--- src/rtl/axi4f_mem_slv_if.sv ---
// AXI4 bus bundle between the master agent and the memory slave.
// Only the signals the slave actually needs are carried.
interface axi4f_mem_slv_if #(
  parameter int ID_W   = 1,
  parameter int ADDR_W = 32
);
  logic [ID_W-1:0]   awid;
  logic [ADDR_W-1:0] awaddr;
  logic [7:0]        awlen;
  logic [2:0]        awsize;
  logic [1:0]        awburst;
  logic              awvalid;
  logic              awready;

  logic [31:0]       wdata;
  logic [3:0]        wstrb;
  logic              wlast;
  logic              wvalid;
  logic              wready;

  logic [ID_W-1:0]   bid;
  logic [1:0]        bresp;
  logic              bvalid;
  logic              bready;

  logic [ID_W-1:0]   arid;
  logic [ADDR_W-1:0] araddr;
  logic [7:0]        arlen;
  logic [2:0]        arsize;
  logic [1:0]        arburst;
  logic              arvalid;
  logic              arready;

  logic [ID_W-1:0]   rid;
  logic [31:0]       rdata;
  logic [1:0]        rresp;
  logic              rlast;
  logic              rvalid;
  logic              rready;

  modport slave (
    input  awid, awaddr, awlen, awsize, awburst, awvalid,
    output awready,
    input  wdata, wstrb, wlast, wvalid,
    output wready,
    output bid, bresp, bvalid,
    input  bready,
    input  arid, araddr, arlen, arsize, arburst, arvalid,
    output arready,
    output rid, rdata, rresp, rlast, rvalid,
    input  rready
  );

  modport master (
    output awid, awaddr, awlen, awsize, awburst, awvalid,
    input  awready,
    output wdata, wstrb, wlast, wvalid,
    input  wready,
    input  bid, bresp, bvalid,
    output bready,
    output arid, araddr, arlen, arsize, arburst, arvalid,
    input  arready,
    input  rid, rdata, rresp, rlast, rvalid,
    output rready
  );
endinterface

--- src/rtl/axi4f_mem_slv.sv ---
// AXI4 memory slave: independent write and read burst engines over a
// DEPTH x 32-bit word array, one outstanding burst per direction.
module axi4f_mem_slv #(
  parameter int ID_W   = 1,
  parameter int ADDR_W = 32,
  parameter int DEPTH  = 16
) (
  input  logic           clk,
  input  logic           rst,
  axi4f_mem_slv_if.slave s_axi
);
  localparam int IDX_W = $clog2(DEPTH);
  localparam logic [1:0] RESP_OKAY   = 2'b00;
  localparam logic [1:0] RESP_SLVERR = 2'b10;

  typedef enum logic [1:0] {W_IDLE, W_DATA, W_RESP} w_state_e;
  typedef enum logic       {R_IDLE, R_DATA}         r_state_e;

  w_state_e          w_state_q, w_state_d;
  logic [IDX_W-1:0]  w_idx_q, w_idx_d;
  logic [7:0]        w_len_q, w_len_d, w_cnt_q, w_cnt_d;
  logic              w_fixed_q, w_fixed_d, w_err_q, w_err_d;
  logic              w_over_q, w_over_d, w_bad_q, w_bad_d;
  logic              awready_q, awready_d, wready_q, wready_d;
  logic              bvalid_q, bvalid_d;
  logic [1:0]        bresp_q, bresp_d;
  logic [ID_W-1:0]   bid_q, bid_d;
  logic              mem_we, w_mis;

  r_state_e          r_state_q, r_state_d;
  logic [IDX_W-1:0]  r_idx_q, r_idx_d;
  logic [7:0]        r_len_q, r_len_d, r_cnt_q, r_cnt_d;
  logic              r_fixed_q, r_fixed_d, r_err_q, r_err_d;
  logic              arready_q, arready_d, rvalid_q, rvalid_d;
  logic              rlast_q, rlast_d;
  logic [31:0]       rdata_q, rdata_d;
  logic [1:0]        rresp_q, rresp_d;
  logic [ID_W-1:0]   rid_q, rid_d;

  logic [31:0]       mem [DEPTH];

  logic aw_hs, w_hs, b_hs, ar_hs, r_hs;
  logic aw_err, ar_err;
  logic [IDX_W-1:0] aw_idx, ar_idx;

  assign aw_hs  = s_axi.awvalid && awready_q;
  assign w_hs   = s_axi.wvalid && wready_q;
  assign b_hs   = bvalid_q && s_axi.bready;
  assign ar_hs  = s_axi.arvalid && arready_q;
  assign r_hs   = rvalid_q && s_axi.rready;
  assign aw_err = (s_axi.awsize != 3'b010) || s_axi.awburst[1];
  assign ar_err = (s_axi.arsize != 3'b010) || s_axi.arburst[1];
  assign aw_idx = s_axi.awaddr[IDX_W+1:2];
  assign ar_idx = s_axi.araddr[IDX_W+1:2];

  wire unused_addr = ^{s_axi.awaddr[ADDR_W-1:IDX_W+2], s_axi.awaddr[1:0],
                       s_axi.araddr[ADDR_W-1:IDX_W+2], s_axi.araddr[1:0]};

  always_ff @(posedge clk or negedge rst) begin
    if (!rst) begin
      w_state_q <= W_IDLE;
      w_idx_q   <= '0;
      w_len_q   <= '0;
      w_cnt_q   <= '0;
      w_fixed_q <= 1'b0;
      w_err_q   <= 1'b0;
      w_over_q  <= 1'b0;
      w_bad_q   <= 1'b0;
      awready_q <= 1'b0;
      wready_q  <= 1'b0;
      bvalid_q  <= 1'b0;
      bresp_q   <= RESP_OKAY;
      bid_q     <= '0;
      r_state_q <= R_IDLE;
      r_idx_q   <= '0;
      r_len_q   <= '0;
      r_cnt_q   <= '0;
      r_fixed_q <= 1'b0;
      r_err_q   <= 1'b0;
      arready_q <= 1'b0;
      rvalid_q  <= 1'b0;
      rlast_q   <= 1'b0;
      rdata_q   <= '0;
      rresp_q   <= RESP_OKAY;
      rid_q     <= '0;
    end else begin
      w_state_q <= w_state_d;
      w_idx_q   <= w_idx_d;
      w_len_q   <= w_len_d;
      w_cnt_q   <= w_cnt_d;
      w_fixed_q <= w_fixed_d;
      w_err_q   <= w_err_d;
      w_over_q  <= w_over_d;
      w_bad_q   <= w_bad_d;
      awready_q <= awready_d;
      wready_q  <= wready_d;
      bvalid_q  <= bvalid_d;
      bresp_q   <= bresp_d;
      bid_q     <= bid_d;
      r_state_q <= r_state_d;
      r_idx_q   <= r_idx_d;
      r_len_q   <= r_len_d;
      r_cnt_q   <= r_cnt_d;
      r_fixed_q <= r_fixed_d;
      r_err_q   <= r_err_d;
      arready_q <= arready_d;
      rvalid_q  <= rvalid_d;
      rlast_q   <= rlast_d;
      rdata_q   <= rdata_d;
      rresp_q   <= rresp_d;
      rid_q     <= rid_d;
    end
  end

  always_comb begin
    w_state_d = w_state_q;
    case (w_state_q)
      W_IDLE:  if (aw_hs) w_state_d = W_DATA;
      W_DATA:  if (w_hs && s_axi.wlast) w_state_d = W_RESP;
      W_RESP:  if (b_hs) w_state_d = W_IDLE;
      default: w_state_d = W_IDLE;
    endcase
  end

  // Handshake-ready flags are decoded from the next state so they stay registered.
  always_comb begin
    awready_d = (w_state_d == W_IDLE);
    wready_d  = (w_state_d == W_DATA);
    bvalid_d  = (w_state_d == W_RESP);
    w_idx_d   = w_idx_q;
    w_len_d   = w_len_q;
    w_cnt_d   = w_cnt_q;
    w_fixed_d = w_fixed_q;
    w_err_d   = w_err_q;
    w_over_d  = w_over_q;
    w_bad_d   = w_bad_q;
    bresp_d   = bresp_q;
    bid_d     = bid_q;
    mem_we    = 1'b0;
    w_mis     = 1'b0;
    if (aw_hs) begin
      w_idx_d   = aw_idx;
      w_len_d   = s_axi.awlen;
      w_cnt_d   = '0;
      w_fixed_d = (s_axi.awburst == 2'b00);
      w_err_d   = aw_err;
      w_over_d  = 1'b0;
      w_bad_d   = 1'b0;
      bid_d     = s_axi.awid;
    end else if (w_hs) begin
      // w_over_q marks beats past awlen: accepted, never written.
      mem_we  = !w_err_q && !w_over_q;
      w_idx_d = w_idx_q + IDX_W'(!w_fixed_q);
      w_cnt_d = w_cnt_q + 8'd1;
      if (w_cnt_q == w_len_q) w_over_d = 1'b1;
      if (s_axi.wlast) w_mis = w_over_q || (w_cnt_q != w_len_q);
      else             w_mis = !w_over_q && (w_cnt_q == w_len_q);
      if (w_mis) w_bad_d = 1'b1;
      if (s_axi.wlast)
        bresp_d = (w_err_q || w_bad_q || w_mis) ? RESP_SLVERR : RESP_OKAY;
    end
  end

  always_ff @(posedge clk) begin
    if (mem_we) begin
      for (int b = 0; b < 4; b++)
        if (s_axi.wstrb[b]) mem[w_idx_q][b*8 +: 8] <= s_axi.wdata[b*8 +: 8];
    end
  end

  always_comb begin
    r_state_d = r_state_q;
    case (r_state_q)
      R_IDLE:  if (ar_hs) r_state_d = R_DATA;
      R_DATA:  if (r_hs && rlast_q) r_state_d = R_IDLE;
      default: r_state_d = R_IDLE;
    endcase
  end

  // rdata is loaded one beat ahead so a beat is ready the cycle after AR/R handshakes.
  always_comb begin
    arready_d = (r_state_d == R_IDLE);
    rvalid_d  = (r_state_d == R_DATA);
    r_idx_d   = r_idx_q;
    r_len_d   = r_len_q;
    r_cnt_d   = r_cnt_q;
    r_fixed_d = r_fixed_q;
    r_err_d   = r_err_q;
    rlast_d   = rlast_q;
    rdata_d   = rdata_q;
    rresp_d   = rresp_q;
    rid_d     = rid_q;
    if (ar_hs) begin
      r_err_d   = ar_err;
      r_len_d   = s_axi.arlen;
      r_fixed_d = (s_axi.arburst == 2'b00);
      rid_d     = s_axi.arid;
      rdata_d   = ar_err ? '0 : mem[ar_idx];
      rresp_d   = ar_err ? RESP_SLVERR : RESP_OKAY;
      rlast_d   = (s_axi.arlen == 8'd0);
      r_cnt_d   = '0;
      r_idx_d   = ar_idx + IDX_W'(s_axi.arburst != 2'b00);
    end else if (r_hs) begin
      if (rlast_q) begin
        rlast_d = 1'b0;
      end else begin
        rdata_d = r_err_q ? '0 : mem[r_idx_q];
        r_idx_d = r_idx_q + IDX_W'(!r_fixed_q);
        r_cnt_d = r_cnt_q + 8'd1;
        rlast_d = ((r_cnt_q + 8'd1) == r_len_q);
      end
    end
  end

  assign s_axi.awready = awready_q;
  assign s_axi.wready  = wready_q;
  assign s_axi.bvalid  = bvalid_q;
  assign s_axi.bresp   = bresp_q;
  assign s_axi.bid     = bid_q;
  assign s_axi.arready = arready_q;
  assign s_axi.rvalid  = rvalid_q;
  assign s_axi.rdata   = rdata_q;
  assign s_axi.rresp   = rresp_q;
  assign s_axi.rlast   = rlast_q;
  assign s_axi.rid     = rid_q;
endmodule

--- src/flat_wrapper.sv ---
// flat-port wrapper written by rule: the top's interface ports become plain ports
module axi4f_mem_slv_flat 
#(
  parameter int ID_W   = 1,
  parameter int ADDR_W = 32,
  parameter int DEPTH  = 16
)
  (clk, rst, s_axi_awid, s_axi_awaddr, s_axi_awlen, s_axi_awsize, s_axi_awburst, s_axi_awvalid, s_axi_awready, s_axi_wdata, s_axi_wstrb, s_axi_wlast, s_axi_wvalid, s_axi_wready, s_axi_bid, s_axi_bresp, s_axi_bvalid, s_axi_bready, s_axi_arid, s_axi_araddr, s_axi_arlen, s_axi_arsize, s_axi_arburst, s_axi_arvalid, s_axi_arready, s_axi_rid, s_axi_rdata, s_axi_rresp, s_axi_rlast, s_axi_rvalid, s_axi_rready);
  axi4f_mem_slv_if #(.ID_W(ID_W), .ADDR_W(ADDR_W)) s_axi_i ();
  input  logic clk;
  input  logic rst;
  input wire logic [$bits(s_axi_i.awid)-1:0] s_axi_awid;
  input wire logic [$bits(s_axi_i.awaddr)-1:0] s_axi_awaddr;
  input wire logic [$bits(s_axi_i.awlen)-1:0] s_axi_awlen;
  input wire logic [$bits(s_axi_i.awsize)-1:0] s_axi_awsize;
  input wire logic [$bits(s_axi_i.awburst)-1:0] s_axi_awburst;
  input wire logic [$bits(s_axi_i.awvalid)-1:0] s_axi_awvalid;
  output wire logic [$bits(s_axi_i.awready)-1:0] s_axi_awready;
  input wire logic [$bits(s_axi_i.wdata)-1:0] s_axi_wdata;
  input wire logic [$bits(s_axi_i.wstrb)-1:0] s_axi_wstrb;
  input wire logic [$bits(s_axi_i.wlast)-1:0] s_axi_wlast;
  input wire logic [$bits(s_axi_i.wvalid)-1:0] s_axi_wvalid;
  output wire logic [$bits(s_axi_i.wready)-1:0] s_axi_wready;
  output wire logic [$bits(s_axi_i.bid)-1:0] s_axi_bid;
  output wire logic [$bits(s_axi_i.bresp)-1:0] s_axi_bresp;
  output wire logic [$bits(s_axi_i.bvalid)-1:0] s_axi_bvalid;
  input wire logic [$bits(s_axi_i.bready)-1:0] s_axi_bready;
  input wire logic [$bits(s_axi_i.arid)-1:0] s_axi_arid;
  input wire logic [$bits(s_axi_i.araddr)-1:0] s_axi_araddr;
  input wire logic [$bits(s_axi_i.arlen)-1:0] s_axi_arlen;
  input wire logic [$bits(s_axi_i.arsize)-1:0] s_axi_arsize;
  input wire logic [$bits(s_axi_i.arburst)-1:0] s_axi_arburst;
  input wire logic [$bits(s_axi_i.arvalid)-1:0] s_axi_arvalid;
  output wire logic [$bits(s_axi_i.arready)-1:0] s_axi_arready;
  output wire logic [$bits(s_axi_i.rid)-1:0] s_axi_rid;
  output wire logic [$bits(s_axi_i.rdata)-1:0] s_axi_rdata;
  output wire logic [$bits(s_axi_i.rresp)-1:0] s_axi_rresp;
  output wire logic [$bits(s_axi_i.rlast)-1:0] s_axi_rlast;
  output wire logic [$bits(s_axi_i.rvalid)-1:0] s_axi_rvalid;
  input wire logic [$bits(s_axi_i.rready)-1:0] s_axi_rready;
  assign s_axi_i.awid = s_axi_awid;
  assign s_axi_i.awaddr = s_axi_awaddr;
  assign s_axi_i.awlen = s_axi_awlen;
  assign s_axi_i.awsize = s_axi_awsize;
  assign s_axi_i.awburst = s_axi_awburst;
  assign s_axi_i.awvalid = s_axi_awvalid;
  assign s_axi_awready = s_axi_i.awready;
  assign s_axi_i.wdata = s_axi_wdata;
  assign s_axi_i.wstrb = s_axi_wstrb;
  assign s_axi_i.wlast = s_axi_wlast;
  assign s_axi_i.wvalid = s_axi_wvalid;
  assign s_axi_wready = s_axi_i.wready;
  assign s_axi_bid = s_axi_i.bid;
  assign s_axi_bresp = s_axi_i.bresp;
  assign s_axi_bvalid = s_axi_i.bvalid;
  assign s_axi_i.bready = s_axi_bready;
  assign s_axi_i.arid = s_axi_arid;
  assign s_axi_i.araddr = s_axi_araddr;
  assign s_axi_i.arlen = s_axi_arlen;
  assign s_axi_i.arsize = s_axi_arsize;
  assign s_axi_i.arburst = s_axi_arburst;
  assign s_axi_i.arvalid = s_axi_arvalid;
  assign s_axi_arready = s_axi_i.arready;
  assign s_axi_rid = s_axi_i.rid;
  assign s_axi_rdata = s_axi_i.rdata;
  assign s_axi_rresp = s_axi_i.rresp;
  assign s_axi_rlast = s_axi_i.rlast;
  assign s_axi_rvalid = s_axi_i.rvalid;
  assign s_axi_i.rready = s_axi_rready;
  axi4f_mem_slv #(.ID_W(ID_W), .ADDR_W(ADDR_W), .DEPTH(DEPTH)) u_core (.clk(clk), .rst(rst), .s_axi(s_axi_i));
endmodule
--- config.mk ---
export PLATFORM = sky130hd
export DESIGN_NAME = axi4f_mem_slv_flat
export DESIGN_NICKNAME = d
export VERILOG_FILES = /design/src/rtl/axi4f_mem_slv_if.sv /design/src/rtl/axi4f_mem_slv.sv /design/src/flat_wrapper.sv
export SDC_FILE = /design/constraint.sdc
export NUM_CORES = 1
export LEC_CHECK = 0
export BUFFER_PORTS_ARGS = -buffer_cell sky130_fd_sc_hd__clkbuf_2
export CAP_MARGIN = 20
export CELL_PAD_IN_SITES_DETAIL_PLACEMENT = 0
export CELL_PAD_IN_SITES_GLOBAL_PLACEMENT = 1
export CORE_MARGIN = 2
export CORE_UTILIZATION = 49
export CTS_CLUSTER_SIZE = 20
export DETAILED_ROUTE_END_ITERATION = 6
export GPL_TIMING_DRIVEN = 1
export PLACE_DENSITY_LB_ADDON = 0.12
export SYNTH_ARGS = -nofsm -noshare
export SYNTH_HDL_FRONTEND = slang
export SYNTH_SLANG_ARGS = --single-unit
--- constraint.sdc ---
create_clock -name clk -period 5.3 [get_ports clk]
set_input_delay 0.53 -clock clk [delete_from_list [all_inputs] [get_ports clk]]
set_output_delay 0.53 -clock clk [all_outputs]
set_load 0.01 [all_outputs]
==> flow_metrics.env <==
export IMPL_grt_overflow=0
export IMPL_period_share_pct=59.6
export IMPL_peakVddDrop_mv=0.397
export IMPL_setup_viol_count_final=0
export IMPL_ys_seq_elements=601
export IMPL_power_share_switching_pct=31.5
export IMPL_io_pins=180
export IMPL_ant_nets=0
export IMPL_multi_input_area_mm2=0.00956
export IMPL_design_core_area_mm2=0.0562
export IMPL_power_leakage_uw=0.0112
export IMPL_num_rows=87
export IMPL_end_kind="register"
export IMPL_post_drt_wl_per_cell_um=28.8
export IMPL_ff2ff_setup_slack_ns=2.14
export IMPL_diodes=0
export IMPL_dp_hpwl_um=47000
export IMPL_antenna_found_initial=0
export IMPL_start_util_pct=49.4
export IMPL_violations="design-rule violations"
export IMPL_numClockSinks=601
export IMPL_grt_max_degree=80
export IMPL_drc=19
export IMPL_path_cells="and2_1 > nand2_1 > nor3_1 > buf_4 > nand2_1 > nor2_1"
export IMPL_async_flop_share_pct=14.8
export IMPL_routed_wl_um=76800
export IMPL_final_common_cell="edfxtp_1"
export IMPL_tritoncts="done"
export IMPL_initialDrtViolationCount=1562
export IMPL_synth_edf_count=512
export IMPL_cts_hold_buf=0
export IMPL_crit_top_cell="nand2_1"
export IMPL_power_density_mw_per_mm2=454
export IMPL_p_comb_share_pct=25.0
export IMPL_post_cts_setup_buffers=0
export IMPL_fp_dieArea_mm2=0.0585
export IMPL_syn_area_per_cell_um2=15.5
export IMPL_clk_pin_slew_worst_paths_ns=0.06
export IMPL_grt_pass1_wl_um=113000
export IMPL_grt_usage_pct=26.3
export IMPL_critPathSlowestCell="nor2_1"
export IMPL_hold_path_class="in2async"
export IMPL_synthToLayoutAreaGrowth_pct=12.5
export IMPL_root_buffer="clkbuf_16"
export IMPL_fillers=4522
export IMPL_seqCellArea_mm2=0.0176
export IMPL_drv_slew=0
export IMPL_drt_vias_per_instance=6.37
export IMPL_num_nets_final=2008
export IMPL_globalplace_congestion=0.785
export IMPL_timing_hold_ws_ns=0.0187
export IMPL_layout_drive_gt1_share_pct=20.2
export IMPL_crit_path_start_kind="register"
export IMPL_syn_inst=1785
export IMPL_hold_violations=0
export IMPL_ys_types=46
export IMPL_p_int_uw=9710
export IMPL_cts_htree_levels=3
export IMPL_crit_fanout=16
export IMPL_fp_dieH_um=242
export IMPL_die_w_um=242
export IMPL_crit_arrival_ns=3.37
export IMPL_crit_type="reg2reg"
export IMPL_num_vias=17000
export IMPL_crit_required_ns=5.51
export IMPL_cp_num_buf_inv=1
export IMPL_finalSetupTns_ns=0
export IMPL_cts_buffers_inserted=67
export IMPL_numPortBuffers=121
export IMPL_clk_latency_ns=0.60
export IMPL_ys_seq_area_share_pct=63.4
export IMPL_yosys_warnings=0
export IMPL_pwr_share_clk_pct=33.6
export IMPL_p_seq_share_pct=41.4
export IMPL_firstDrtPassIters=7
export IMPL_fmax_mhz=317
export IMPL_final_cell_mix="512 x edfxtp_1, 264 x mux2i_1, 190 x a22oi_1"
export IMPL_crit_family="simple AND/OR/NAND/NOR gates"
export IMPL_grt_pass1_vias=17200
export IMPL_maxSlewHeadroom_pct=23.4
export IMPL_ctsResizeCount=0
export IMPL_synth_top_flop_cell="edfxtp_1"
export IMPL_cts_buffer_depth=3
export IMPL_period_needed_ns=3.16
export IMPL_status="complete, but fails checks"
export IMPL_skew_ns=0.0127
export IMPL_drv_cap=0
export IMPL_switchingPower_uw=4470
export IMPL_worst_pin_slew_ns=1.15
export IMPL_synth_area_mm2=0.0277
export IMPL_rsz0062_at_grt="no"
export IMPL_critPathMaxStageDelay_ns=0.99
power groups by stage:
stage               Combinational [uW]  Sequential, uW  Clock (uW)
global placement                  3520            5940           0
finish                            3550            5870        4760
global route                      3800            5900        5020
detailed placement                3540            5950           0
CTS                               3560            5860        4830
floorplan                         2530            5700           0
per-stage QoR:
stage                     utilization [%]  power, uW  worst slack, ns  area (um^2)  instances
after floorplan                         -       8240             3.08        27800       1786
final                                55.6      14200             2.14        31200       2670
after global routing                 55.6      14700             1.94        31200       2670
after detailed placement             51.5       9500             1.87        28900       2550
after global placement               51.5       9470             1.92        28900       2550
after CTS                            55.5      14300             2.11        31200       2669
routing by layer:
metal	track usage [%]	wire (um)	part of all wire [%]	vias to the layer above
met5	0	0	0	-
met4	9.17	2400	3.1	0
met3	4.17	5540	7.2	136
met2	42.4	36700	48	721
met1	36.6	32100	42	8809
li1	-	-	-	7329
cell usage after synthesis (all sizes together) (9+ instances only):
cell type    n  area (um^2)
nand3       75          375
nand2       97          364
mux4       127         2860
edfxtp     512        15400
a22oi      190         1430
mux2i      264         2640
buf         78          414
xor2        16          140
nor2       100          378
nor2b       10         62.6
dfrtp       89         2230
a32oi       32          280
a21oi       11         55.1
a21o        31          233
xnor2       19          166
clkbuf      58          219
nand4        9         56.3
o21ai       14         70.1
registers in the layout, indices dropped and copies added, names as in the netlist, 2 cells and up:
| signal | flops |
|---|---|
| u_core.w_cnt_q | 8 |
| u_core.r_len_q | 8 |
| u_core.r_cnt_q | 8 |
| u_core.r_idx_q | 4 |
| u_core.s_axi.rdata | 32 |
| u_core.w_len_q | 8 |
| u_core.w_idx_q | 4 |
| u_core.mem | 512 |
| u_core.w_state_q | 2 |
worst reg2reg max path: stages (launching register included):
cell,delay (ns)
dfrtp_1,0.35
and2_1,0.49
nand2_1,0.16
nor3_1,0.17
buf_4,0.20
nand2_1,0.41
nor2_1,1.00
kinds of logic (layout without fill, tap and decap cells):
kind of cell	Yosys count	in the layout	share of synthesized area (%)
AOI/OAI and AO/OA	287	287	7.68
xor gates and xnor gates	35	35	1.10
adders and majority gates	8	8	0.361
buffers and inverters	140	268	2.34
DFF	601	601	63.4
muxes	392	392	19.9
other	1	2	0.0135
and+or+nand+nor	321	321	5.19
final timing paths:
path | cells after the start | to | from
worst max-delay path | 6 | u_core.mem[7][14]$_DFFE_PP_ | u_core.s_axi.wready$_DFF_PN0_
min in group clk | 3 | u_core.s_axi.rid$_DFFE_PN0P_ | s_axi_arid
worst min-delay path | 1 | u_core.w_len_q[6]$_DFFE_PN0P_ | rst
max in group asynchronous | 2 | u_core.r_idx_q[1]$_DFFE_PN0P_ | rst
worst max register to register | 6 | u_core.mem[7][14]$_DFFE_PP_ | u_core.s_axi.wready$_DFF_PN0_
worst min register to register | 2 | u_core.s_axi.bid$_DFFE_PN0P_ | u_core.s_axi.bid$_DFFE_PN0P_
area by class of cell:
type | instances | share of cell area, %
Multi-Input combinational cell | 1045 | 30.6
Clock buffer | 92 | 6.14
Timing Repair Buffer | 145 | 2.64
Tap cell | 756 | 3.03
Clock inverter | 27 | 1.07
Sequential cell | 601 | 56.4
Inverter | 4 | 0.0481
Power figures use the tool's default switching activity.
